## config.mk

```make
export PLATFORM = sky130hd
export DESIGN_NAME = dmem_arbiter_flat
export DESIGN_NICKNAME = d
export VERILOG_FILES = /design/src/rtl/dmem_arbiter_if.sv /design/src/rtl/dmem_arbiter.sv /design/src/flat_wrapper.sv
export SDC_FILE = /design/constraint.sdc
export NUM_CORES = 1
export LEC_CHECK = 0
export CAP_MARGIN = 20
export CORE_UTILIZATION = 31
export DETAILED_ROUTE_END_ITERATION = 12
export PLACE_DENSITY = 0.77
export SETUP_SLACK_MARGIN = 0.3
export SLEW_MARGIN = 20
export SYNTH_ARGS = -nofsm -noshare
export SYNTH_HDL_FRONTEND = slang
export SYNTH_SLANG_ARGS = --single-unit
export TNS_END_PERCENT = 1
```

## constraint.sdc

```tcl
create_clock -name clk -period 1.3 [get_ports clk]
set_clock_uncertainty 0.2 [all_clocks]
set_input_delay 0.13 -clock clk [delete_from_list [all_inputs] [get_ports clk]]
set_output_delay 0.13 -clock clk [all_outputs]
set_load 0.1 [all_outputs]
```

## src/rtl/dmem_arbiter_if.sv

```systemverilog
// rtl/dmem_arbiter_if.sv - core request/response and memory bus bundle for dmem_arbiter
interface dmem_arbiter_if #(
    parameter int ADDR_W = 4,
    parameter int DATA_W = 32
);
    // core 0 side
    logic              c0_req;
    logic              c0_we;
    logic [ADDR_W-1:0] c0_addr;
    logic [DATA_W-1:0] c0_wdata;
    logic              c0_lock;
    logic              c0_gnt;
    logic [DATA_W-1:0] c0_rdata;
    logic              c0_rvalid;

    // core 1 side
    logic              c1_req;
    logic              c1_we;
    logic [ADDR_W-1:0] c1_addr;
    logic [DATA_W-1:0] c1_wdata;
    logic              c1_lock;
    logic              c1_gnt;
    logic [DATA_W-1:0] c1_rdata;
    logic              c1_rvalid;

    // single-port memory side
    logic [ADDR_W-1:0] mem_address;
    logic [DATA_W-1:0] mem_wdata;
    logic              mem_load;
    logic              mem_store;
    logic [DATA_W-1:0] mem_rdata;

    // arbiter view
    modport slave (
        input  c0_req, c0_we, c0_addr, c0_wdata, c0_lock,
        output c0_gnt, c0_rdata, c0_rvalid,
        input  c1_req, c1_we, c1_addr, c1_wdata, c1_lock,
        output c1_gnt, c1_rdata, c1_rvalid,
        output mem_address, mem_wdata, mem_load, mem_store,
        input  mem_rdata
    );

    // cores-plus-memory view
    modport master (
        output c0_req, c0_we, c0_addr, c0_wdata, c0_lock,
        input  c0_gnt, c0_rdata, c0_rvalid,
        output c1_req, c1_we, c1_addr, c1_wdata, c1_lock,
        input  c1_gnt, c1_rdata, c1_rvalid,
        input  mem_address, mem_wdata, mem_load, mem_store,
        output mem_rdata
    );
endinterface

```

## src/rtl/dmem_arbiter.sv

```systemverilog
// rtl/dmem_arbiter.sv - two-core round-robin data memory arbiter; lock ownership enabled by DMEM_ARB_LOCK_EN
module dmem_arbiter #(
    parameter int ADDR_W = 4,
    parameter int DATA_W = 32
) (
    input  logic            clk,
    input  logic            reset,
    dmem_arbiter_if.slave   bus
);

    typedef enum logic [1:0] {
        OWN_FREE = 2'd0,
        OWN_C0   = 2'd1,
        OWN_C1   = 2'd2
    } own_e;

    own_e              own_q;
    own_e              own_d;
    logic              ptr_q;
    logic [DATA_W-1:0] c0_rdata_q;
    logic [DATA_W-1:0] c1_rdata_q;
    logic              c0_rvalid_q;
    logic              c1_rvalid_q;

    logic              gnt0;
    logic              gnt1;

    // Grant select: the owner is exclusive, otherwise a lone requester wins and ties go to ptr.
    always_comb begin
        gnt0 = 1'b0;
        gnt1 = 1'b0;
        if (!reset) begin
            case (own_q)
                OWN_C0: gnt0 = bus.c0_req;
                OWN_C1: gnt1 = bus.c1_req;
                default: begin
                    if (bus.c0_req && bus.c1_req) begin
                        gnt0 = ~ptr_q;
                        gnt1 = ptr_q;
                    end else begin
                        gnt0 = bus.c0_req;
                        gnt1 = bus.c1_req;
                    end
                end
            endcase
        end
    end

    // Memory port mux: the granted core's request, all-zero when idle.
    always_comb begin
        bus.mem_address = '0;
        bus.mem_wdata   = '0;
        bus.mem_load    = 1'b0;
        bus.mem_store   = 1'b0;
        if (gnt0) begin
            bus.mem_address = bus.c0_addr;
            bus.mem_wdata   = bus.c0_wdata;
            bus.mem_load    = ~bus.c0_we;
            bus.mem_store   = bus.c0_we;
        end else if (gnt1) begin
            bus.mem_address = bus.c1_addr;
            bus.mem_wdata   = bus.c1_wdata;
            bus.mem_load    = ~bus.c1_we;
            bus.mem_store   = bus.c1_we;
        end
    end

`ifdef DMEM_ARB_LOCK_EN
    // Ownership next state: taken by a granted locked access, held until the owner's lock drops.
    always_comb begin
        own_d = own_q;
        case (own_q)
            OWN_FREE: begin
                if (gnt0 && bus.c0_lock) begin
                    own_d = OWN_C0;
                end else if (gnt1 && bus.c1_lock) begin
                    own_d = OWN_C1;
                end
            end
            OWN_C0: if (!bus.c0_lock) own_d = OWN_FREE;
            OWN_C1: if (!bus.c1_lock) own_d = OWN_FREE;
            default: own_d = OWN_FREE;
        endcase
    end
`else
    logic unused_lock;
    assign unused_lock = bus.c0_lock | bus.c1_lock;
    assign own_d       = OWN_FREE;
`endif

    // Arbiter state: ownership, fairness pointer and per-core load return registers.
    always_ff @(posedge clk) begin
        if (reset) begin
            own_q       <= OWN_FREE;
            ptr_q       <= 1'b0;
            c0_rdata_q  <= '0;
            c1_rdata_q  <= '0;
            c0_rvalid_q <= 1'b0;
            c1_rvalid_q <= 1'b0;
        end else begin
            own_q <= own_d;
            if (gnt0) begin
                ptr_q <= 1'b1;
            end else if (gnt1) begin
                ptr_q <= 1'b0;
            end
            c0_rvalid_q <= gnt0 & ~bus.c0_we;
            c1_rvalid_q <= gnt1 & ~bus.c1_we;
            if (gnt0 && !bus.c0_we) begin
                c0_rdata_q <= bus.mem_rdata;
            end
            if (gnt1 && !bus.c1_we) begin
                c1_rdata_q <= bus.mem_rdata;
            end
        end
    end

    assign bus.c0_gnt    = gnt0;
    assign bus.c1_gnt    = gnt1;
    assign bus.c0_rdata  = c0_rdata_q;
    assign bus.c1_rdata  = c1_rdata_q;
    assign bus.c0_rvalid = c0_rvalid_q;
    assign bus.c1_rvalid = c1_rvalid_q;

endmodule

```

## src/flat_wrapper.sv

```systemverilog
// flat-port wrapper written by rule: the top's interface ports become plain ports
module dmem_arbiter_flat 
#(
    parameter int ADDR_W = 4,
    parameter int DATA_W = 32
)
  (clk, reset, bus_c0_req, bus_c0_we, bus_c0_addr, bus_c0_wdata, bus_c0_lock, bus_c0_gnt, bus_c0_rdata, bus_c0_rvalid, bus_c1_req, bus_c1_we, bus_c1_addr, bus_c1_wdata, bus_c1_lock, bus_c1_gnt, bus_c1_rdata, bus_c1_rvalid, bus_mem_address, bus_mem_wdata, bus_mem_load, bus_mem_store, bus_mem_rdata);
  dmem_arbiter_if #(.ADDR_W(ADDR_W), .DATA_W(DATA_W)) bus_i ();
  input  logic clk;
  input  logic reset;
  input wire logic [$bits(bus_i.c0_req)-1:0] bus_c0_req;
  input wire logic [$bits(bus_i.c0_we)-1:0] bus_c0_we;
  input wire logic [$bits(bus_i.c0_addr)-1:0] bus_c0_addr;
  input wire logic [$bits(bus_i.c0_wdata)-1:0] bus_c0_wdata;
  input wire logic [$bits(bus_i.c0_lock)-1:0] bus_c0_lock;
  output wire logic [$bits(bus_i.c0_gnt)-1:0] bus_c0_gnt;
  output wire logic [$bits(bus_i.c0_rdata)-1:0] bus_c0_rdata;
  output wire logic [$bits(bus_i.c0_rvalid)-1:0] bus_c0_rvalid;
  input wire logic [$bits(bus_i.c1_req)-1:0] bus_c1_req;
  input wire logic [$bits(bus_i.c1_we)-1:0] bus_c1_we;
  input wire logic [$bits(bus_i.c1_addr)-1:0] bus_c1_addr;
  input wire logic [$bits(bus_i.c1_wdata)-1:0] bus_c1_wdata;
  input wire logic [$bits(bus_i.c1_lock)-1:0] bus_c1_lock;
  output wire logic [$bits(bus_i.c1_gnt)-1:0] bus_c1_gnt;
  output wire logic [$bits(bus_i.c1_rdata)-1:0] bus_c1_rdata;
  output wire logic [$bits(bus_i.c1_rvalid)-1:0] bus_c1_rvalid;
  output wire logic [$bits(bus_i.mem_address)-1:0] bus_mem_address;
  output wire logic [$bits(bus_i.mem_wdata)-1:0] bus_mem_wdata;
  output wire logic [$bits(bus_i.mem_load)-1:0] bus_mem_load;
  output wire logic [$bits(bus_i.mem_store)-1:0] bus_mem_store;
  input wire logic [$bits(bus_i.mem_rdata)-1:0] bus_mem_rdata;
  assign bus_i.c0_req = bus_c0_req;
  assign bus_i.c0_we = bus_c0_we;
  assign bus_i.c0_addr = bus_c0_addr;
  assign bus_i.c0_wdata = bus_c0_wdata;
  assign bus_i.c0_lock = bus_c0_lock;
  assign bus_c0_gnt = bus_i.c0_gnt;
  assign bus_c0_rdata = bus_i.c0_rdata;
  assign bus_c0_rvalid = bus_i.c0_rvalid;
  assign bus_i.c1_req = bus_c1_req;
  assign bus_i.c1_we = bus_c1_we;
  assign bus_i.c1_addr = bus_c1_addr;
  assign bus_i.c1_wdata = bus_c1_wdata;
  assign bus_i.c1_lock = bus_c1_lock;
  assign bus_c1_gnt = bus_i.c1_gnt;
  assign bus_c1_rdata = bus_i.c1_rdata;
  assign bus_c1_rvalid = bus_i.c1_rvalid;
  assign bus_mem_address = bus_i.mem_address;
  assign bus_mem_wdata = bus_i.mem_wdata;
  assign bus_mem_load = bus_i.mem_load;
  assign bus_mem_store = bus_i.mem_store;
  assign bus_i.mem_rdata = bus_mem_rdata;
  dmem_arbiter #(.ADDR_W(ADDR_W), .DATA_W(DATA_W)) u_core (.clk(clk), .reset(reset), .bus(bus_i));
endmodule
```

# Word-level counts from Yosys, hierarchy flattened
# Index checks and enable logic that the tools add are counted.
# op_classes
n_addsub,0
n_eq_ne,0
bitwise,5
n_div,0
multipliers,0
muxes,14
n_lt_le_gt_ge,0
reduce_logical,6
n_shift,0
# ops
operator,n
2-to-1 mux 32 bit,2
2-to-1 mux 1 bit,10
2-to-1 mux 4 bit,2
logical AND 1 bit,3
inverter 1 bit,3
AND 1 bit,2
zero test 1 bit,2
nonzero test 2 bit,1
# totals
mem_count,0
in_bits,112
ram_bits,0
latchBits,0
regBits,67
mem_bits_ro,0
wordCells,30

# Logic depth before layout (Yosys ltp)
# Gate-level depths: netlist of the first run.
# depth
depth_word,5
mapped_depth,5
depth_no_buf,3

# Least setup slack after synthesis of the first run
# Ideal clock, no wire load.
# synth_path
path_type,flip-flop to output port
start,register u_core.ptr_q
end,output port bus_mem_wdata[22]
required_ns,0.970
stages_incl_launch_ff,5
slack_ns,-0.925
arrival_time_ns,1.895
cell_sequence,dfxtp_1 nor2b_2 nor3_2 buf_2 a22o_1
# synth_between
elab_chain_len,4
elab_cells_between_ends,7
classes_between,6 x mux; 1 x bitwise
# synth_lines
element,line_no,rtl
start: declaration,dmem_arbiter.sv:19,logic ptr_q;
start signal: assignment,dmem_arbiter.sv:95,ptr_q <= 1'b0;
start signal: assignment,dmem_arbiter.sv:103,ptr_q <= 1'b1;
start signal: assignment,dmem_arbiter.sv:105,ptr_q <= 1'b0;
2-to-1 mux 1 bit,dmem_arbiter.sv:37,if (bus.c0_req && bus.c1_req) begin
2-to-1 mux 1 bit,dmem_arbiter.sv:32,if (!reset) begin
via bus_c1_gnt,flat_wrapper.sv:24,output wire logic [$bits(bus_i.c1_gnt)-1:0] bus_c1_gnt;
2-to-1 mux 32 bit,dmem_arbiter.sv:60,end else if (gnt1) begin
2-to-1 mux 32 bit,dmem_arbiter.sv:55,if (gnt0) begin
end: declaration,flat_wrapper.sv:28,output wire logic [$bits(bus_i.mem_wdata)-1:0] bus_mem_wdata;
# The timed path passes the listed nets, and every way through them passes these cells.

# Final worst setup path of the first run
# layout_path
start,register u_core.ptr_q
end,output port bus_mem_address[1]
# layout_between
elab_chain_len,4
elab_cells_between_ends,7
classes_between,6 x mux; 1 x bitwise
# layout_lines
element,line_no,rtl
2-to-1 mux 1 bit / inverter 1 bit (equally long branches),"dmem_arbiter.sv:37, dmem_arbiter.sv:38",
2-to-1 mux 1 bit (on tied branches),"dmem_arbiter.sv:32, dmem_arbiter.sv:37",
2-to-1 mux 4 bit / 2-to-1 mux 1 bit (equally long branches),"dmem_arbiter.sv:60, dmem_arbiter.sv:32",
2-to-1 mux 4 bit (*),dmem_arbiter.sv:55,
end: declaration,flat_wrapper.sv:27,output wire logic [$bits(bus_i.mem_address)-1:0] bus_mem_address;
# Every way passes the cells marked *; elsewhere a longest branch is shown, timed or not.

==> reports/qor.txt, run 1 <==
Fin crit share -> 145%
Crit path kind -> flip-flop to output pin
Clock sinks -> 67
Crit path time final -> 1.88 ns
YS warnings -> 0
# rows -> 35
Total gr overflow -> 0
Most common cell after layout, fill and taps aside -> buf_12
Detail Route Antenna Nets -> 0
Area of the multi-input gates -> 1700 µm²
Final instance area -> 7040 µm²
Hold_sp -> bus_c1_we
Final worst setup slack -> -0.579 ns
Clock latency on the worst-skew pair -> 0.33 ns
Post-cts hold buffer count -> 0
Internal reg-to-reg setup slack -> -0.13 ns
Layout cell share with drive strength beyond 1 -> 44.5%
Nets -> 636
Vias per cell -> 5.16
# fillers -> 582
Register area share after synthesis -> 45.8%
DP Worst Slack -> -0.653 ns
Pwr Total -> 6.95 mW
Setup TNS -> -24.02 ns
FF-to-FF path depth -> 4
Clk buf depth -> 2
Die Wd -> 99.2 µm
Worst r2r src -> u_core.ptr_q
Syn Area/Cell -> 9.44 µm²
Clock transition at path regs -> 0.07 ns
Die height -> 99.2 µm
Worst endpoint data arrival time -> 1.55 ns
Bufs and invs on worst path -> 2
Drt pass-1 iters -> 4
P_sw -> 2.80 mW
Initial Util -> 31.8%
IO Port Bufs -> 215
Most frequent cells in the layout -> buf_12, clkdlybuf4s50_1, inv_1, dfxtp_2
Number of global-route vias before repair -> 3368
Largest net degree at the start of global routing -> 35
Seq pwr share -> 32.7%
Status -> finished, violations left
Synth Cell Area -> 2930 µm²
Comb power frac -> 44.7%
Die area -> 9830 µm²
Crit path launch type -> flip-flop
Inst Count DP -> 623
Pins Over Slew Limit -> 0
Core area -> 9200 µm²
RePlAce Congestion -> 0.750
Worst-path fanout max -> 5
Worst r2r dst -> u_core.bus.c0_rdata[21]
Slew HR -> 69.7%
# Max-Cap Violations -> 0
Storage element area -> 1400 µm²
First-pass GRT wire length -> 18.0 mm
TritonCTS Buffers -> 9
CP required -> 0.97 ns
CP endpoint kind -> output pin
# IOs -> 218
DP HPWL -> 9.26 mm
Mapped Nets -> 422
Hold Path Depth -> 3
Unrepaired setup endpoints after global routing -> yes
Family with the most delay on the worst path -> flip-flops
Peak Freq -> 532 MHz
1st-iter DRT viols -> 107
Drt drc -> 0
CTS H-Tree Depth -> 3
Clk pwr share -> 22.6%
Max VDD drop -> 0.000777 V
Placed Instance Area -> 6660 µm²
Via count -> 3303
GRT Resource Usage Total -> 23.7%
Overall routed net length -> 12.2 mm
CTS root buf -> clkbuf_8
Post-synth cell types -> 22
Internal cell power -> 4.15 mW
Failing checks -> setup timing
CTS tree -> built
# setup viols final -> 80
HP Class -> input port to flip-flop
Hold EP -> u_core.bus.c1_rdata[1]
Post-route insts no fill -> 640
CP Cell Sequence -> nand2_1 -> and2_4 -> buf_4 -> a22o_2 -> buf_12
Switching portion of total power -> 40.2%
Initial antenna violation count -> 1
Synthesized instance count -> 310
Static Leak -> 2.88 nW
Post-DR wirelength/cell -> 19.0 µm
Flop and latch count out of synthesis -> 67
Slew @ Worst Pin -> 0.454 ns
Slowest cell on the critical path -> dfxtp_4
Largest stage delay, worst path -> 0.37 ns
Final Hold Viols -> 0
Pwr Density -> 987 nW/µm²
Syn-to-layout area delta -> 141%
-- through the flow --
stage | utilization (%) | hold slack [ns]
after floorplan | - | -0.00503
after global placement | 72.4 | 0.280
after detailed placement | 72.4 | 0.291
after CTS | 75.3 | 0.140
after global routing | 76.5 | 0.0769
final | 76.5 | 0.0692
-- power by group through the flow --
| stage | clock network (mW) | registers [mW] | logic (mW) |
|---|---|---|---|
| after floorplan | 0 | 2.97 | 1.05 |
| final | 1.57 | 2.27 | 3.11 |
| after CTS | 1.61 | 2.27 | 3.09 |
| after global routing | 1.69 | 2.28 | 3.19 |
| after detailed placement | 0 | 2.32 | 3.04 |
| after global placement | 0 | 2.31 | 3.01 |
-- synthesized netlist by cell type --
cell type,instances,area [µm²]
nand2_1,33,124
and3b_1,1,8.76
o21ai_0,21,105
nor2b_2,1,8.76
buf_2,3,15.0
o21ai_1,11,55.1
nand2b_1,2,12.5
buf_4,4,30.0
clkbuf_1,18,67.6
buf_6,5,56.3
nor3_2,1,10.0
nor2_1,1,3.75
inv_1,35,131
mux2i_1,32,320
nor2b_1,2,12.5
o311ai_0,32,280
dfxtp_1,67,1340
and2_1,1,6.26
a22o_1,37,324
nand3_1,1,5.00
a21oi_1,1,5.00
inv_2,1,3.75
-- routing by layer --
metal,routed length (µm),track usage [%],vias up,part of all wire (%)
met2,6330,42.1,144,52
met3,819,7.31,31,6.7
met5,0,0,-,0
li1,-,-,1549,-
met1,4530,25.4,1579,37
met4,508,12.6,0,4.2
-- worst max path at each step --
| stage | endpoint | cells past startpoint | slack (ns) | startpoint |
|---|---|---|---|---|
| global route | bus_mem_address[3] | 5 | -0.66 | u_core.ptr_q |
| finish | bus_mem_address[1] | 5 | -0.58 | u_core.ptr_q |
| detailed placement | bus_mem_wdata[1] | 6 | -0.65 | bus_c1_req |
| global placement | bus_mem_wdata[31] | 6 | -0.59 | bus_c1_req |
| floorplan | bus_mem_address[0] | 4 | -0.24 | u_core.ptr_q |
| CTS | bus_mem_address[1] | 6 | -0.60 | bus_c1_req |
-- layout make-up --
class	instances	share of cell area [%]
Multi-Input combinational cell	177	24.1
Antenna cell	1	0.0355
Tap cell	111	1.97
Clock buffer	10	1.96
Timing Repair Buffer	233	49.6
Clock inverter	5	0.533
Inverter	36	1.92
Sequential cell	67	19.9
-- cells by family (layout without fill, tap and decap cells) --
family,after synthesis,after routing,synth area share [%]
buffers and inverters,66,284,10.4
multiplexers,32,32,10.9
AND/OR/NAND/NOR,43,43,6.54
other,0,1,0
AO/OA/AOI/OAI,102,102,26.3
flip-flops,67,67,45.8
-- registers in the layout, summed over array words and instances, names as in the netlist --
name                  cells
u_core.bus.c0_rdata      32
u_core.bus.c0_rvalid      1
u_core.bus.c1_rdata      32
u_core.bus.c1_rvalid      1
u_core.ptr_q              1
-- worst reg2reg max path: cells and delay by family, from the launching register on --
family / cells / cell delay [ns]
buf+inv: 1 / 0.19
mux: 1 / 0.25
flops: 1 / 0.36
simple gates: 2 / 0.34
-- what timing repair did --
item	CTS	global route
buffers inserted	1	0
pin swaps	10	1
endpoints found under the hold margin	0	0
endpoints found under the setup margin	173	173
resized for setup	37	44
Power figures use the tool's default switching activity.
==> inputs of run 2 (changes only) <==
--- a/config.mk
+++ b/config.mk
@@ -6,11 +6,13 @@
 export NUM_CORES = 1
 export LEC_CHECK = 0
 export CAP_MARGIN = 20
+export CORE_MARGIN = 3
 export CORE_UTILIZATION = 31
 export DETAILED_ROUTE_END_ITERATION = 12
 export PLACE_DENSITY = 0.77
+export RECOVER_POWER = 50
 export SETUP_SLACK_MARGIN = 0.3
-export SLEW_MARGIN = 20
+export SLEW_MARGIN = 25
 export SYNTH_ARGS = -nofsm -noshare
 export SYNTH_HDL_FRONTEND = slang
 export SYNTH_SLANG_ARGS = --single-unit
==> reports/qor.txt, run 2 (synthesized netlist as in run 1, its figures left out) <==
# fillers -> 468
CP endpoint kind -> output pin
Failing checks -> setup timing
Setup TNS -> -32.01 ns
Die height -> 103 µm
Static Leak -> 2.99 nW
Most frequent cells in the layout -> buf_12, clkdlybuf4s50_1, a22o_4, inv_1
CP dominant cell by count -> buf_12
Post-DR wirelength/cell -> 24.1 µm
Family with the most delay on the worst path -> buffers and inverters
Status -> finished, violations left
Syn-to-layout area delta -> 148%
Total gr overflow -> 0
Largest net degree at the start of global routing -> 34
CTS root buf -> clkbuf_8
Drt drc -> 0
Fin crit share -> 152%
RePlAce Congestion -> 0.785
Worst-path fanout max -> 7
Number of global-route vias before repair -> 3657
DP Worst Slack -> -0.658 ns
Clock latency on the worst-skew pair -> 0.34 ns
Detail Route Antenna Nets -> 0
Final instance area -> 7270 µm²
Clk buf depth -> 2
Drt pass-1 iters -> 4
Layout cell share with drive strength beyond 1 -> 46.9%
DP HPWL -> 11.1 mm
Diode count -> 0
Slowest cell on the critical path -> dfxtp_2
Via count -> 3521
Unrepaired setup endpoints after global routing -> yes
Die area -> 10600 µm²
First-pass GRT wire length -> 21.5 mm
Worst endpoint data arrival time -> 1.65 ns
Peak Freq -> 505 MHz
Nets -> 651
Internal reg-to-reg setup slack -> -0.18 ns
Slew @ Worst Pin -> 0.286 ns
CTS H-Tree Depth -> 3
1st-iter DRT viols -> 168
# rows -> 34
HP Class -> input port to flip-flop
Slew HR -> 80.6%
Vias per cell -> 5.40
Clock sinks -> 67
TritonCTS Buffers -> 9
Die Wd -> 103 µm
# Max-Cap Violations -> 0
Overall routed net length -> 15.7 mm
Hold_sp -> bus_mem_rdata[26]
Placed Instance Area -> 6700 µm²
Bufs and invs on worst path -> 3
Worst r2r src -> u_core.ptr_q
Core area -> 8930 µm²
# IOs -> 218
GRT Resource Usage Total -> 27.4%
Initial Util -> 32.8%
Clock transition at path regs -> 0.08 ns
IO Port Bufs -> 215
CP Launch Point -> u_core.ptr_q
Initial antenna violation count -> 0
Largest stage delay, worst path -> 0.38 ns
Max VDD drop -> 0.000717 V
Crit path launch type -> flip-flop
Most common cell after layout, fill and taps aside -> buf_12
Pwr Density -> 1000 nW/µm²
CP Cell Sequence -> nor2b_4 -> nor3_4 -> buf_6 -> buf_12 -> a22o_4 -> buf_12
Pins Over Slew Limit -> 0
# setup viols final -> 104
Crit path time final -> 1.98 ns
CP required -> 0.97 ns
Post-cts hold buffer count -> 0
Crit path kind -> flip-flop to output pin
Final worst setup slack -> -0.681 ns
Final Hold Viols -> 0
CTS tree -> built
run 2: changes by cell type in the layout (fill, tap and decap cells not counted), sizes merged:
cell and delta:
clkdlybuf4s50 +1, diode -1, dlymetal6s2s -1, buf +15
bufinv +1
run 2: layer usage:
layer	track usage, %	vias to the layer above	share of wire (%)
li1	-	1583	-
met1	26.1	1702	33
met2	49.4	189	53
met3	12.1	47	9.8
met4	13.9	0	4.2
met5	0	-	0
run 2: path summary, 6_finish.rpt:
kind                              to  cells past startpoint
min reg2reg   u_core.bus.c1_rdata[3]                      2
max                bus_mem_wdata[26]                      6
max reg2reg  u_core.bus.c0_rdata[31]                      4
min          u_core.bus.c1_rdata[26]                      3
run 2: timing repair:
item	CTS	global route
endpoints found under the setup margin	173	173
buffers inserted	3	3
gates cloned	2	0
gates resized for setup	60	49
pin swaps	4	5
run 2: per-stage QoR:
| stage | power (mW) | hold slack, ns | instances | utilization [%] |
|---|---|---|---|---|
| final | 7.27 | 0.149 | 652 | 81.3 |
| after floorplan | 4.02 | -0.00503 | 310 | - |
| after CTS | 7.20 | 0.0983 | 649 | 79.1 |
| after global routing | 7.47 | 0.157 | 652 | 81.3 |
| after global placement | 5.35 | 0.280 | 628 | 75.0 |
| after detailed placement | 5.39 | 0.288 | 628 | 75.0 |
run 2: layout make-up:
cell class	instances	area, µm²	share of cell area (%)
repair buffers	248	3640	50.1
multi-input cells	177	1760	24.2
flip-flops and latches	67	1400	19.3
clock buffers	10	138	1.89
inverters	36	135	1.86
well taps	108	135	1.86
clock inverters	6	63.8	0.878
run 2: report_power, final:
part / internal, mW / switching (mW) / total, mW
clock: 0.937 / 0.821 / 1.76
sequential: 2.16 / 0.114 / 2.27
combinational: 1.31 / 1.93 / 3.24
total: 4.40 / 2.87 / 7.27
run 2: worst min-delay path, cell delays in order:
cell and delay (ns):
clkdlybuf4s50_1 0.39, inv_1 0.07, o21ai_1 0.06
